`src/rtl/mont_mul_front.sv`:
```
// rtl/mont_mul_front.sv - three-stage pipelined front half of the Dilithium Montgomery multiplier
//
// Ports:
//   clk, rst            rising-edge clock, asynchronous active-high reset
//   clear               synchronous flush of all in-flight entries
//   in_valid/in_ready   input handshake for in_b, in_z, in_tag
//   out_valid/out_ready output handshake for out_a, out_t, out_tag
//   out_a               signed 64-bit product b*z
//   out_t               signed low32(out_a[31:0]*QINV)
//   busy                any stage holds a valid entry

module mont_mul_front #(
    parameter int DQ    = 8380417,
    parameter int QINV  = 58728449,
    parameter int TAG_W = 8
) (
    input  logic             clk,
    input  logic             rst,
    input  logic             clear,
    input  logic             in_valid,
    output logic             in_ready,
    input  logic [31:0]      in_b,
    input  logic [31:0]      in_z,
    input  logic [TAG_W-1:0] in_tag,
    output logic             out_valid,
    input  logic             out_ready,
    output logic [63:0]      out_a,
    output logic [31:0]      out_t,
    output logic [TAG_W-1:0] out_tag,
    output logic             busy
);

    // QINV must be the inverse of the downstream modulus mod 2^32.
    localparam logic [63:0] DQ_QINV = 64'(DQ) * 64'(QINV);
    localparam logic [31:0] QINV_C  = 32'(QINV);

    if (DQ_QINV[31:0] != 32'd1) begin : g_bad_qinv
        $error("QINV is not the inverse of DQ mod 2^32");
    end

    logic             s1_v_q, s1_v_d;
    logic [31:0]      s1_b_q, s1_b_d;
    logic [31:0]      s1_z_q, s1_z_d;
    logic [TAG_W-1:0] s1_tag_q, s1_tag_d;

    logic             s2_v_q, s2_v_d;
    logic [63:0]      s2_a_q, s2_a_d;
    logic [TAG_W-1:0] s2_tag_q, s2_tag_d;

    logic             s3_v_q, s3_v_d;
    logic [63:0]      s3_a_q, s3_a_d;
    logic [31:0]      s3_t_q, s3_t_d;
    logic [TAG_W-1:0] s3_tag_q, s3_tag_d;

    logic s1_load, s2_load, s3_load;
    logic [63:0] prod_c;
    logic [31:0] t_c;

    // Bubble-collapsing load chain: a stage accepts whenever it is empty
    // or its successor is taking its current content.
    assign s3_load = !s3_v_q || out_ready;
    assign s2_load = !s2_v_q || s3_load;
    assign s1_load = !s1_v_q || s2_load;

    assign in_ready = s1_load && !clear;

    // Low 64 bits of the product of sign-extended operands equal the
    // signed 32x32 product.
    assign prod_c = {{32{s1_b_q[31]}}, s1_b_q} * {{32{s1_z_q[31]}}, s1_z_q};
    assign t_c    = s2_a_q[31:0] * QINV_C;

    always_comb begin
        s1_v_d   = s1_v_q;
        s1_b_d   = s1_b_q;
        s1_z_d   = s1_z_q;
        s1_tag_d = s1_tag_q;
        s2_v_d   = s2_v_q;
        s2_a_d   = s2_a_q;
        s2_tag_d = s2_tag_q;
        s3_v_d   = s3_v_q;
        s3_a_d   = s3_a_q;
        s3_t_d   = s3_t_q;
        s3_tag_d = s3_tag_q;
        if (clear) begin
            // Flush drops entries but leaves data registers untouched.
            s1_v_d = 1'b0;
            s2_v_d = 1'b0;
            s3_v_d = 1'b0;
        end else begin
            if (s3_load) begin
                s3_v_d   = s2_v_q;
                s3_a_d   = s2_a_q;
                s3_t_d   = t_c;
                s3_tag_d = s2_tag_q;
            end
            if (s2_load) begin
                s2_v_d   = s1_v_q;
                s2_a_d   = prod_c;
                s2_tag_d = s1_tag_q;
            end
            if (s1_load) begin
                s1_v_d   = in_valid;
                s1_b_d   = in_b;
                s1_z_d   = in_z;
                s1_tag_d = in_tag;
            end
        end
    end

    always_ff @(posedge clk or posedge rst) begin
        if (rst) begin
            s1_v_q   <= 1'b0;
            s1_b_q   <= '0;
            s1_z_q   <= '0;
            s1_tag_q <= '0;
            s2_v_q   <= 1'b0;
            s2_a_q   <= '0;
            s2_tag_q <= '0;
            s3_v_q   <= 1'b0;
            s3_a_q   <= '0;
            s3_t_q   <= '0;
            s3_tag_q <= '0;
        end else begin
            s1_v_q   <= s1_v_d;
            s1_b_q   <= s1_b_d;
            s1_z_q   <= s1_z_d;
            s1_tag_q <= s1_tag_d;
            s2_v_q   <= s2_v_d;
            s2_a_q   <= s2_a_d;
            s2_tag_q <= s2_tag_d;
            s3_v_q   <= s3_v_d;
            s3_a_q   <= s3_a_d;
            s3_t_q   <= s3_t_d;
            s3_tag_q <= s3_tag_d;
        end
    end

    assign out_valid = s3_v_q;
    assign out_a     = s3_a_q;
    assign out_t     = s3_t_q;
    assign out_tag   = s3_tag_q;
    assign busy      = s1_v_q || s2_v_q || s3_v_q;

endmodule

```
`config.mk`:
```
export PLATFORM = sky130hd
export DESIGN_NAME = mont_mul_front
export DESIGN_NICKNAME = d
export VERILOG_FILES = /design/src/rtl/mont_mul_front.sv
export SDC_FILE = /design/constraint.sdc
export NUM_CORES = 2
export LEC_CHECK = 0
export CAP_MARGIN = 40
export CORE_UTILIZATION = 55
export DETAILED_ROUTE_END_ITERATION = 6
export GPL_ROUTABILITY_DRIVEN = 1
export PLACE_DENSITY = 0.69
export SYNTH_ARGS = -nofsm -noshare
export SYNTH_HDL_FRONTEND = slang
export SYNTH_SLANG_ARGS = --single-unit
```
`constraint.sdc`:
```
create_clock -name clk -period 10.5 [get_ports clk]
set_clock_uncertainty 0.05 [all_clocks]
set_input_delay 2.625 -clock clk [delete_from_list [all_inputs] [get_ports clk]]
set_output_delay 2.625 -clock clk [all_outputs]
set_load 0.02 [all_outputs]
```
# == Word level (Yosys, flattened, before mapping) ==
# Index checks and enable logic that the tools add are counted.
# W data, S select, Z words.
# classes
bitwise_logic,1
n_reduce_logical,16
muxes,6
mul,2
# ops
operator,count
$mul A32 B32 Y64,1
$mul A32 B26 Y32 const B,1
$mux W1,6
$reduce_and A2 Y1,3
$reduce_bool A2 Y1,3
$logic_or A1 B1 Y1,5
$logic_not A1 Y1,4
$logic_and A1 B1 Y1,1
$not A1 Y1,1
# word_totals
reg_bits,251
output_inout_bits,107
elab_cells,36
inputBits,77

# == Longest topological paths before layout ==
# depth
depth_word,6
depth_mapped,30
ltp_nobuf,28

# == Worst setup path before layout ==
# OpenSTA, ideal clock, no wires.
# synth_timing
kind,reg2reg
start,reg s1_b_q[31]
end,reg s2_a_q[60]
stages_incl_launch_ff,30
n_path_buf,2
path_slack_ns,2.689
arrival_ns,7.693
setup_time_ns,0.069
required_ns,10.381
synth_period_minus_slack_ns,7.811
path_cell_list,dfrtp_1 -> clkbuf_1 -> nand2_1 -> inv_1 -> fa_1 -> inv_1 -> fa_1 -> inv_1 -> fa_1 -> fa_1 -> inv_1 -> fa_1 -> inv_1 -> fa_1 -> inv_1 -> fa_1 -> inv_1 -> fa_1 -> ha_1 -> clkbuf_1 -> a21oi_1 -> o21bai_1 -> a21oi_1 -> o21bai_1 -> a21oi_1 -> nor2_1 -> a211oi_1 -> o211ai_1 -> a211o_1 -> nand3_1
# synth_via
elab_chain_cells,1
# synth_rtl
item,line_no,text
from (decl),42,"logic [31:0] s1_b_q, s1_b_d;"
from (signal assigned),113,s1_b_q <= '0;
from (signal assigned),125,s1_b_q <= s1_b_d;
$mul A32 B32 Y64,69,"assign prod_c = {{32{s1_b_q[31]}}, s1_b_q} * {{32{s1_z_q[31]}}, s1_z_q};"
to (signal assigned),117,s2_a_q <= '0;
to (signal assigned),129,s2_a_q <= s2_a_d;
to (decl),47,"logic [63:0] s2_a_q, s2_a_d;"
# Every way passes these cells.
# A chain may end at the register's enable or synchronous reset.

# == Worst setup path in the final report ==
# layout_timing
start,reg s1_z_q[9]
end,reg s2_a_q[60]
# layout_via
elab_chain_cells,1
# layout_rtl
item,line_no,text
from (decl),43,"logic [31:0] s1_z_q, s1_z_d;"
from (signal assigned),126,s1_z_q <= s1_z_d;
$mul A32 B32 Y64,69,
# Every way passes these cells.

==> impl_metrics.xml <==
<?xml version="1.0" encoding="UTF-8"?>
<metrics>
  <group name="clocking">
    <metric name="worst_setup_hold_path_clk_slew" unit="ns">0.06</metric>
    <metric name="ctsLongestPathBuffers" unit="">3</metric>
    <metric name="clock_sink_count" unit="">238</metric>
    <metric name="cts_hold_buf" unit="">0</metric>
    <metric name="ctsRootBufferMaster" unit="">sky130_fd_sc_hd__clkbuf_16</metric>
    <metric name="post-cts-setup-buffer-count" unit="">0</metric>
    <metric name="tritoncts" unit="">built</metric>
    <metric name="clkLatencyLatePin" unit="ns">0.63</metric>
    <metric name="cts-htree-levels" unit="">1</metric>
    <metric name="cts_resized" unit="">0</metric>
    <metric name="cts_made_buffers" unit="">29</metric>
  </group>
  <group name="global_routing">
    <metric name="grtUsageTotal" unit="%">28.9</metric>
    <metric name="grt_remaining_overflow" unit="">0</metric>
    <metric name="grt_pass1_wl" unit="µm">193000</metric>
    <metric name="first_global_vias" unit="">36071</metric>
    <metric name="pin_count_of_the_biggest_net_entering_global_routing" unit="">101</metric>
    <metric name="grt_antenna_before_repair" unit="">0</metric>
  </group>
  <group name="cells_and_area">
    <metric name="areaGrowthSynthToFinish" unit="%">8.62</metric>
    <metric name="diodes" unit="">0</metric>
    <metric name="layout-drive-gt1-share" unit="%">4.57</metric>
    <metric name="fillerInstances" unit="">7240</metric>
    <metric name="final_nets" unit="">6356</metric>
  </group>
  <group name="die">
    <metric name="die_height" unit="µm">294</metric>
    <metric name="core" unit="µm²">84100</metric>
    <metric name="start_util" unit="%">55.8</metric>
    <metric name="top_level_i_o_count" unit="">184</metric>
    <metric name="floorplan.die_area" unit="µm²">86500</metric>
    <metric name="placement_rows" unit="">106</metric>
    <metric name="fp.dieW" unit="µm">294</metric>
  </group>
  <group name="routing">
    <metric name="route.vias.total" unit="">32760</metric>
    <metric name="wl_per_cell" unit="µm">19.4</metric>
    <metric name="drtAntennaViolNets" unit="">0</metric>
    <metric name="drcViolationCount" unit="">0</metric>
    <metric name="drt-pass1-iter-count" unit="">5</metric>
    <metric name="routed_via_density" unit="">5.39</metric>
    <metric name="drtIter0Drc" unit="">1825</metric>
    <metric name="routed_wl" unit="µm">118000</metric>
  </group>
  <group name="setup_path">
    <metric name="critPathMaxStageDelay" unit="ns">0.97</metric>
    <metric name="setup.reg_to_reg.worst_slack" unit="ns">1.77</metric>
    <metric name="cpMostUsedCell" unit="">sky130_fd_sc_hd__fa_1</metric>
    <metric name="critical_path_class" unit="">reg -&gt; reg</metric>
    <metric name="critPathRequiredTime" unit="ns">11.00</metric>
    <metric name="critPathSlowestCell" unit="">sky130_fd_sc_hd__dfrtp_1</metric>
    <metric name="critical_path.endpoint_type" unit="">flip-flop</metric>
    <metric name="cp_top_family" unit="">adder cells</metric>
    <metric name="timing.critical_path.from_type" unit="">flip-flop</metric>
    <metric name="timing.critical_path.buf_inv" unit="">6</metric>
    <metric name="data_arrival_time_of_the_critical_path" unit="ns">9.23</metric>
    <metric name="worstPathMaxFanout" unit="">26</metric>
  </group>
  <group name="timing">
    <metric name="max_freq" unit="MHz">115</metric>
    <metric name="period_share" unit="%">83.1</metric>
    <metric name="max_slew_margin" unit="%">35.4</metric>
    <metric name="rsz0062_at_grt" unit="">false</metric>
    <metric name="worst_slew_pin_slew" unit="ns">0.969</metric>
    <metric name="final.setup.tns" unit="ns">0</metric>
    <metric name="period_needed" unit="ns">8.73</metric>
    <metric name="finalHoldViolCount" unit="">0</metric>
    <metric name="slew_viol_final" unit="">0</metric>
    <metric name="finalSetupViolCount" unit="">0</metric>
  </group>
  <group name="synth">
    <metric name="synth-edff-count" unit="">0</metric>
    <metric name="netlist-cell-type-count" unit="">72</metric>
    <metric name="synthesis.nets" unit="">6320</metric>
    <metric name="synth_top_flop_cell" unit="">sky130_fd_sc_hd__dfrtp_1</metric>
    <metric name="ys_seq_area_share" unit="%">12.7</metric>
    <metric name="synth.ff_latch_count" unit="">238</metric>
    <metric name="syn_area" unit="µm²">46900</metric>
    <metric name="postSynth.asyncResetShare" unit="%">100</metric>
    <metric name="syn_avg_cell_area" unit="µm²">9.59</metric>
    <metric name="synth_cells" unit="">4892</metric>
    <metric name="yosys_warnings" unit="">0</metric>
  </group>
  <group name="min_path">
    <metric name="holdCritPathClass" unit="">reg -&gt; reg</metric>
  </group>
  <group name="run_status">
    <metric name="run_status" unit="">finished, final reports clean</metric>
  </group>
  <group name="place">
    <metric name="routabilityCongestion" unit="">0.904</metric>
    <metric name="detailed_place_hpwl" unit="µm">96400</metric>
    <metric name="numPortBuffers" unit="">183</metric>
  </group>
  <group name="flow_run">
    <metric name="drv.max_cap_violation_count" unit="">0</metric>
  </group>
</metrics>
## cells by family after synthesis
kind of cell             synth area share (%)
AND/OR/NAND/NOR                          15.6
flip-flops                               12.7
XOR/XNOR                                 1.44
adder cells (fa/ha/maj)                  53.6
AO/OA/AOI/OAI                            4.35
multiplexers                             1.77
buffers and inverters                    10.5
## cells in the mapped netlist, types with 5 or more instances
cell type / number / area [µm²]
sky130_fd_sc_hd__o31ai_1: 9 / 67.6
sky130_fd_sc_hd__xnor2_1: 50 / 438
sky130_fd_sc_hd__o21bai_1: 11 / 82.6
sky130_fd_sc_hd__nor2b_1: 10 / 62.6
sky130_fd_sc_hd__nand4_1: 8 / 50.1
sky130_fd_sc_hd__buf_4: 13 / 97.6
sky130_fd_sc_hd__o21ai_0: 86 / 430
sky130_fd_sc_hd__a31oi_1: 9 / 56.3
sky130_fd_sc_hd__buf_1: 5 / 18.8
sky130_fd_sc_hd__and3_1: 17 / 106
sky130_fd_sc_hd__o21a_1: 13 / 97.6
sky130_fd_sc_hd__a21oi_1: 78 / 390
sky130_fd_sc_hd__nand2_1: 836 / 3140
sky130_fd_sc_hd__or3_1: 6 / 37.5
sky130_fd_sc_hd__fa_1: 1099 / 22000
sky130_fd_sc_hd__mux2_2: 71 / 800
sky130_fd_sc_hd__a211o_1: 7 / 61.3
sky130_fd_sc_hd__dfrtp_1: 238 / 5960
sky130_fd_sc_hd__o211ai_1: 9 / 67.6
sky130_fd_sc_hd__a21o_1: 39 / 293
sky130_fd_sc_hd__nand2b_1: 17 / 106
sky130_fd_sc_hd__inv_1: 1040 / 3900
sky130_fd_sc_hd__nor3_1: 11 / 55.1
sky130_fd_sc_hd__xor2_1: 27 / 236
sky130_fd_sc_hd__a211oi_1: 10 / 75.1
sky130_fd_sc_hd__nand3_1: 25 / 125
sky130_fd_sc_hd__clkbuf_1: 239 / 897
sky130_fd_sc_hd__ha_1: 252 / 3150
sky130_fd_sc_hd__nor2_1: 70 / 263
sky130_fd_sc_hd__and2_1: 516 / 3230
## per-layer routing
layer  global-route usage [%]  vias to the layer above  routed length [µm]
met5                        0                        -                   0
met4                     12.5                        0                5680
met1                     35.6                    17191               43900
li1                         -                    14377                   -
met3                     3.32                      262                6300
met2                     51.1                      930               62100
## area by class of cell
class	instances	area (µm²)	area share, %
Timing Repair Buffer	265	2620	5.13
Tap cell	1134	1420	2.78
Clock inverter	15	194	0.381
Clock buffer	37	796	1.56
Multi-Input combinational cell	3353	36100	70.8
Inverter	1041	3920	7.68
Sequential cell	238	5960	11.7
## cells in the final DEF (no fill, tap or decap), drive strengths merged, types with 4 or more instances in the layout
master	n
a211o	8
a211oi	10
a21o	39
a21oi	80
a31o	4
a31oi	10
and2	516
and3	18
buf	82
clkbuf	37
clkdlybuf4s50	183
clkinv	5
dfrtp	238
fa	1099
ha	252
inv	1045
mux2	71
nand2	836
nand2b	17
nand3	26
nand4	8
nor2	70
nor2b	10
nor3	11
o211ai	9
o21a	13
o21ai	91
o21bai	11
o31ai	10
or2	4
or3	6
xnor2	50
xor2	27
## worst min-delay path, cell delays in order, from the launching register on
cell and delay [ns]:
sky130_fd_sc_hd__dfrtp_1 0.34, sky130_fd_sc_hd__nand2_1 0.05, sky130_fd_sc_hd__nand2_1 0.05
## through the flow
stage | util, % | hold WS (ns) | setup WS (ns) | cell area [µm²] | std cells
floorplan | - | 0.385 | 1.29 | 46900 | 4892
global placement | 59.1 | 0.392 | 1.81 | 49700 | 6021
detailed placement | 59.4 | 0.401 | 1.86 | 50000 | 6030
CTS | 60.6 | 0.405 | 1.81 | 51000 | 6082
global route | 60.6 | 0.426 | 1.32 | 51000 | 6083
finish | 60.6 | 0.411 | 1.77 | 51000 | 6083
## flip-flops by register name, summed over array words and instances (netlist names)
register   cells
s1_b_q        32
out_tag        8
s1_v_q         1
out_valid      1
s1_z_q        32
s2_v_q         1
s2_tag_q       8
s2_a_q        64
out_a         64
out_t         19
s1_tag_q       8
## worst paths after layout
| path | cells past startpoint | end | from |
|---|---|---|---|
| worst max-delay path | 26 | s2_a_q[60] | s1_z_q[9] |
| worst min-delay path | 2 | s2_tag_q[0] | s1_tag_q[0] |
| worst max register to register | 26 | s2_a_q[60] | s1_z_q[9] |
| worst min register to register | 2 | s2_tag_q[0] | s1_tag_q[0] |
| max in group asynchronous | 5 | out_a[37] | rst |
| min in group asynchronous | 2 | s1_b_q[31] | rst |
Power is left out: the tool's default activity adds up to more than one toggle a clock period on the data nets, which glitch-free logic cannot reach.
